## src/rtl/serial_adder_ctrl.sv

```systemverilog
// Bit-serial adder: one xor/and half-adder pair per stage, one bit per clock, LSB first.
// Optional macro SERIAL_ADDER_SUB_EN adds a 'sub' input for a-b via ~b and carry-in of 1.
module serial_adder_ctrl #(
  parameter int unsigned WIDTH = 8
) (
  input  logic             clk,
  input  logic             rst,
  input  logic             in_valid,
  output logic             in_ready,
  input  logic [WIDTH-1:0] a,
  input  logic [WIDTH-1:0] b,
  input  logic             cin,
`ifdef SERIAL_ADDER_SUB_EN
  input  logic             sub,
`endif
  output logic             out_valid,
  input  logic             out_ready,
  output logic [WIDTH-1:0] sum,
  output logic             cout,
  output logic             busy
);

  localparam int unsigned CNT_W = (WIDTH > 1) ? $clog2(WIDTH) : 1;

  typedef enum logic [1:0] {
    IDLE = 2'd0,
    RUN  = 2'd1,
    DONE = 2'd2
  } state_t;

  state_t             r_state;
  state_t             w_state_nxt;
  logic               w_accept;
  logic               w_shift;
  logic [WIDTH-1:0]   r_a_q;
  logic [WIDTH-1:0]   r_b_q;
  logic [WIDTH-1:0]   r_sum_q;
  logic               r_carry;
  logic [CNT_W-1:0]   r_cnt;
  logic               r_in_ready;
  logic               r_out_valid;
  logic               r_busy;
  logic [WIDTH-1:0]   w_b_in;
  logic               w_cin_in;
  logic               w_ha1_s;
  logic               w_ha1_c;
  logic               w_ha2_s;
  logic               w_ha2_c;
  logic               w_carry_nxt;

`ifdef SERIAL_ADDER_SUB_EN
  assign w_b_in   = sub ? ~b : b;
  assign w_cin_in = sub | cin & ~sub;
`else
  assign w_b_in   = b;
  assign w_cin_in = cin;
`endif

  // Full-adder cell built from two half-adder stages plus an OR for carry
  assign w_ha1_s     = r_a_q[0] ^ r_b_q[0];
  assign w_ha1_c     = r_a_q[0] & r_b_q[0];
  assign w_ha2_s     = w_ha1_s ^ r_carry;
  assign w_ha2_c     = w_ha1_s & r_carry;
  assign w_carry_nxt = w_ha1_c | w_ha2_c;

  always_ff @(posedge clk) begin
    if (rst) r_state <= IDLE;
    else     r_state <= w_state_nxt;
  end

  always_comb begin
    w_state_nxt = r_state;
    w_accept    = 1'b0;
    w_shift     = 1'b0;
    case (r_state)
      IDLE: begin
        if (in_valid) begin
          w_accept    = 1'b1;
          w_state_nxt = RUN;
        end
      end
      RUN: begin
        w_shift = 1'b1;
        if (r_cnt == CNT_W'(WIDTH - 1)) w_state_nxt = DONE;
      end
      DONE: begin
        if (out_ready) w_state_nxt = IDLE;
      end
      default: w_state_nxt = IDLE;
    endcase
  end

  // Operand/result shift registers; sum_q and carry double as the held result
  always_ff @(posedge clk) begin
    if (rst) begin
      r_a_q   <= '0;
      r_b_q   <= '0;
      r_sum_q <= '0;
      r_carry <= 1'b0;
      r_cnt   <= '0;
    end else if (w_accept) begin
      r_a_q   <= a;
      r_b_q   <= w_b_in;
      r_sum_q <= '0;
      r_carry <= w_cin_in;
      r_cnt   <= '0;
    end else if (w_shift) begin
      r_a_q   <= {1'b0, r_a_q[WIDTH-1:1]};
      r_b_q   <= {1'b0, r_b_q[WIDTH-1:1]};
      r_sum_q <= {w_ha2_s, r_sum_q[WIDTH-1:1]};
      r_carry <= w_carry_nxt;
      r_cnt   <= r_cnt + CNT_W'(1);
    end
  end

  // Handshake flags registered from the next state so they track r_state exactly
  always_ff @(posedge clk) begin
    if (rst) begin
      r_in_ready  <= 1'b1;
      r_out_valid <= 1'b0;
      r_busy      <= 1'b0;
    end else begin
      r_in_ready  <= (w_state_nxt == IDLE);
      r_out_valid <= (w_state_nxt == DONE);
      r_busy      <= (w_state_nxt != IDLE);
    end
  end

  assign in_ready  = r_in_ready;
  assign out_valid = r_out_valid;
  assign busy      = r_busy;
  assign sum       = r_sum_q;
  assign cout      = r_carry;

endmodule

```

## config.mk

```make
export PLATFORM = sky130hd
export DESIGN_NAME = serial_adder_ctrl
export DESIGN_NICKNAME = d
export VERILOG_FILES = /design/src/rtl/serial_adder_ctrl.sv
export SDC_FILE = /design/constraint.sdc
export NUM_CORES = 1
export LEC_CHECK = 0
export ABC_CLOCK_PERIOD_IN_PS = 1250
export CORE_ASPECT_RATIO = 1.4
export CORE_MARGIN = 2
export CORE_UTILIZATION = 30
export CTS_BUF_LIST = sky130_fd_sc_hd__clkbuf_16
export DETAILED_ROUTE_END_ITERATION = 16
export GPL_TIMING_DRIVEN = 0
export PLACE_DENSITY = 0.53
export RECOVER_POWER = 50
export SETUP_SLACK_MARGIN = 0.02
export SYNTH_ARGS = -nofsm -noshare
export SYNTH_HDL_FRONTEND = slang
export SYNTH_SLANG_ARGS = --single-unit
```

## constraint.sdc

```tcl
create_clock -name clk -period 1.25 [get_ports clk]
set_input_delay 0.375 -clock clk [delete_from_list [all_inputs] [get_ports clk]]
set_output_delay 0.375 -clock clk [all_outputs]
set_load 0.01 [all_outputs]
```

# Word-level counts from Yosys, hierarchy flattened
# Index checks and enable logic that the tools add are counted.
word_totals:
  out_inout_bits: 12
  wordCells: 37
  ff_bits: 33
  inputBits: 21
classes:
  n_eq_ne: 4
  n_bitwise: 5
  mux: 13
  reduce_logical: 5
  add_sub_neg: 1
ops:
  columns: ["op", "count"]
  rows:
  - ["2-to-1 mux 8 bit", 4]
  - ["2-to-1 mux 2 bit", 3]
  - ["case mux 2 bit (3 select lines)", 1]
  - ["2-to-1 mux 1 bit", 5]
  - ["== test 2 bit (second input constant)", 2]
  - ["zero test 2 bit", 2]
  - ["nonzero test 2 bit", 2]
  - ["adder 3 x 1 -> 3 bit (second input constant)", 1]
  - ["== test 3 bit (second input constant)", 1]
  - ["AND 1 bit", 2]
  - ["== test 2 x 1 -> 1 bit (second input constant)", 1]
  - ["OR reduction 2 bit", 1]
  - ["bitwise XOR 1 bit", 2]
  - ["bitwise OR 1 bit", 1]

# Logic depth before layout (Yosys ltp)
depth:
  word_depth: 5
  mapped_depth: 5
  mapped_depth_nobuf: 4

# Worst setup path before layout
# Ideal clock, no wire load.
synth_path:
  path_kind: "input to register"
  from: "input in_valid"
  to: "register r_a_q[7]"
  setup_time_ns: 0.132
  path_stages: 5
  path_slack_ns: 0.017
  required_time_ns: 1.118
  arrival_ns: 1.100
  path_buffers: 2
  path_cell_list: "or3b_1 buf_2 buf_6 nand3_1 a21oi_1"
synth_between:
  elab_chain_len: 3
  elab_cells_between_ends: 4
  cone_classes: "mux: 3; reduce/logical: 1"
synth_lines:
  columns: ["item", "line_no", "text"]
  rows:
  - ["start, declared", "8", "input logic in_valid,"]
  - ["2-to-1 mux 1 bit *", "77", "if (in_valid) begin"]
  - ["2-to-1 mux 1 bit *", "75", "case (r_state)"]
  - ["2-to-1 mux 8 bit or nonzero test 2 bit (tied branches)", null, null]
  - ["end signal, assigned", "108", "r_a_q <= {1'b0, r_a_q[WIDTH-1:1]};"]
  - ["end, declared", "35", "logic [WIDTH-1:0] r_a_q;"]
# Every way passes the cells marked *; elsewhere a longest branch is shown, timed or not.
# A chain may end at the register's enable or synchronous reset.

# Final worst setup path
layout_path:
  from: "register r_state[0]"
  to: "register r_sum_q[7], in the netlist sum[7]"
layout_between:
  elab_chain_len: 3
  elab_cells_between_ends: 5
  cone_classes: "eq/ne: 1; mux: 2; reduce/logical: 2"
layout_lines:
  columns: ["item", "line_no", "text"]
  rows:
  - ["start, declared", "31", "state_t r_state;"]
  - ["start signal, assigned", "68", "else r_state <= w_state_nxt;"]
  - ["zero test 2 bit", "75", null]
  - ["2-to-1 mux 1 bit", "75", null]
  - ["OR reduction 2 bit (no line)", null, null]
  - ["end signal, assigned", "110", "r_sum_q <= {w_ha2_s, r_sum_q[WIDTH-1:1]};"]
  - ["end, declared", "37", "logic [WIDTH-1:0] r_sum_q;"]
# Parallel ways exist; a longest one is shown, timed or not.

==> impl_metrics.yaml <==
run_status:
  run_status: "finished, violations left"
  violations: "setup timing"
sta:
  number_of_failing_hold_endpoints_at_the_final_stage: 0
  fmax_mhz: 759
  drv_slew: 0
  fin_crit_sh: 1.05
  fin_ws_ns: -0.0669
  timing.final.setup_violations: 14
  worst_clock_skew_ns: 0.00376
  worst_pin_slew_ns: 0.264
  setup_repair_after_global_routing_missed_its_margin: "yes"
  period_minus_slack_ns: 1.32
  timing.max_slew.rel_slack: 0.822
grt:
  grt_pass1_wl_mm: 6.27
  grt_max_degree: 11
  grt_overflow: 0
  vias_in_the_first_global_route: 1384
  grt_antenna_before_repair: 0
  globalRouteTotalUtil: 0.163
yosys:
  post_synth_inst_count: 159
  synthesis.area_um2: 1340
  syn-num-nets: 183
  yosysWarningCount: 0
  synth_sequential_area_ratio: 0.492
  average_footprint_of_a_synthesized_cell_um2: 8.44
  ys_seq_elements: 33
  post_synth_num_cell_types: 25
clock_tree:
  max-clock-path-buffers: 2
  tritoncts: "done"
  clock_insertion_delay_worst_skew_ns: 0.27
  clock_tree.htree_level_count: 2
  ctsRootBufferMaster: "sky130_fd_sc_hd__clkbuf_16"
  cts_made_buffers: 5
  cts.clk_slew.worst_paths_ns: 0.05
  clock-sinks: 33
die:
  design.portCount: 33
  row_count: 28
  fp.dieArea_um2: 5030
  design.core.area_um2: 4270
  die-height_um: 83.2
  die_w_um: 60.5
  initial_utilization: 0.314
layout:
  finish.cell_count_without_fillers: 276
  top_library_cells_by_usage_in_the_layout_fill_and_taps_aside: "31 x sky130_fd_sc_hd__nand2_1, 25 x sky130_fd_sc_hd__dfxtp_1, 19 x sky130_fd_sc_hd__clkdlybuf4s50_1"
  layout_commonest_cell: "sky130_fd_sc_hd__nand2_1"
  nNetsFinal: 239
  post_route_cells_drive_above_1_share: 0.463
  n_fill_cell: 400
  regArea_um2: 676
  area_growth_pct: 77.0
  num_antenna_cells: 0
  multi_input_area_um2: 848
placement:
  dpl.hpwl_mm: 2.36
  gp_congestion: 0.697
  dp_cells: 251
  placement.io_buffers: 32
power:
  power_consumption_mw: 2.87
  vdd.ir_drop.worst_mv: 0.650
  power_per_cell_area_nw_per_um2: 1210
  total_leakage_power_nw: 0.859
drt:
  drc: 0
  antenna_violating_nets_post_route: 0
  routed_wirelength_mm: 3.84
  drt_pass1_iterations: 4
  post_drt_via_cell_ratio: 4.93
  starting_drt_drc_count: 26
  route.vias.total: 1360
  routedWlPerCell_um: 13.9
worst_setup_path:
  start_kind: "flop"
  critical_path_class: "reg2reg"
  critical_path_sink_type: "flop"
  worstPathMaxFanout: 6
  cp_arrival_ns: 1.48
  required_ns: 1.41
job:
  drv.max_cap_violation_count: 0
hold_path:
  hold_path_class: "reg2reg"
-- critical path, cell delays in order (launching register included) --
cell and delay, ns:
sky130_fd_sc_hd__dfxtp_4 0.34, sky130_fd_sc_hd__or3b_4 0.47, sky130_fd_sc_hd__buf_6 0.15, sky130_fd_sc_hd__nand2b_4 0.08, sky130_fd_sc_hd__buf_6 0.12, sky130_fd_sc_hd__a21oi_1 0.04
-- final cells by class --
cell class | instances | area share
Buffer | 10 | 0.0474
Inverter | 2 | 0.00316
Clock buffer | 5 | 0.0527
Multi-Input combinational cell | 113 | 0.357
Timing Repair Buffer | 50 | 0.218
Clock inverter | 3 | 0.00579
Sequential cell | 33 | 0.284
Tap cell | 60 | 0.0316
-- synth_stat cells (all sizes together) --
library cell	instances	area (um2)
a211oi	14	105
xnor2	1	8.76
o22ai	4	25.0
a21o	1	7.51
or3	1	6.26
and2b	1	7.51
a21oi	25	125
buf	9	53.8
o21ba	1	10.0
inv	2	7.51
a311oi	1	15.0
nand3	2	10.0
dfxtp	33	661
clkbuf	2	7.51
ha	2	25.0
nand2	35	131
nand2b	3	18.8
fa	1	20.0
or3b	1	8.76
o21a	1	7.51
nor3b	1	12.5
o21ai	1	5.00
nor2	17	63.8
-- logic make-up after synthesis --
group | after synthesis | synth area share
and+or+nand+nor | 61 | 0.193
adders and majority gates | 3 | 0.0335
xor gates and xnor gates | 1 | 0.00652
DFF | 33 | 0.492
buffers and inverters | 13 | 0.0513
AOI/OAI and AO/OA | 48 | 0.224
-- routing by layer --
metal	track usage	wire length, um	up-vias
met5	0	0	-
met4	0.0415	36	0
met3	0.0452	196	4
met2	0.296	2160	45
met1	0.180	1450	654
li1	-	-	657
-- sequential cells by signal (all words and copies together) (netlist names) --
name       flops
r_cnt          3
in_ready       1
out_valid      1
sum            8
r_b_q          8
r_a_q          8
busy           1
cout           1
r_state        2
-- worst paths after layout --
check	startpoint	to	slack [ns]	depth (start not counted)
max	r_state[0]	sum[7]	-0.07	5
max reg2reg	r_state[0]	sum[7]	-0.07	5
min reg2reg	r_cnt[2]	r_cnt[2]	0.46	2
min	r_cnt[2]	r_cnt[2]	0.46	2
-- report_power, final --
group          switching [mW]  internal, mW  leakage (nW)
clock                   0.416         0.721        0.0748
sequential             0.0471          1.12         0.275
combinational           0.262         0.312         0.510
-- through the flow --
stage / TNS, ns / util / hold slack, ns / cell area, um2 / setup WS (ns)
2_1_floorplan: 0 / - / 0.437 / 1350 / 0.0184
3_3_place_gp: -17.63 / 0.409 / 0.445 / 1750 / -0.623
3_5_place_dp: -17.85 / 0.409 / 0.454 / 1750 / -0.630
4_1_cts: -1.06 / 0.523 / 0.462 / 2240 / -0.0914
5_1_grt: -1.68 / 0.556 / 0.485 / 2380 / -0.139
6_report: -0.750 / 0.556 / 0.458 / 2380 / -0.0669
-- repair_timing --
item                                    CTS  global route
resized for setup                       100            44
hold buffers                              0             0
endpoints found under the setup margin   45            39
pin swaps                                17             9
cloned                                    4             1
setup buffers                            10             3
endpoints found under the hold margin     0             0
Note: power is estimated with default switching activity, not from simulation.
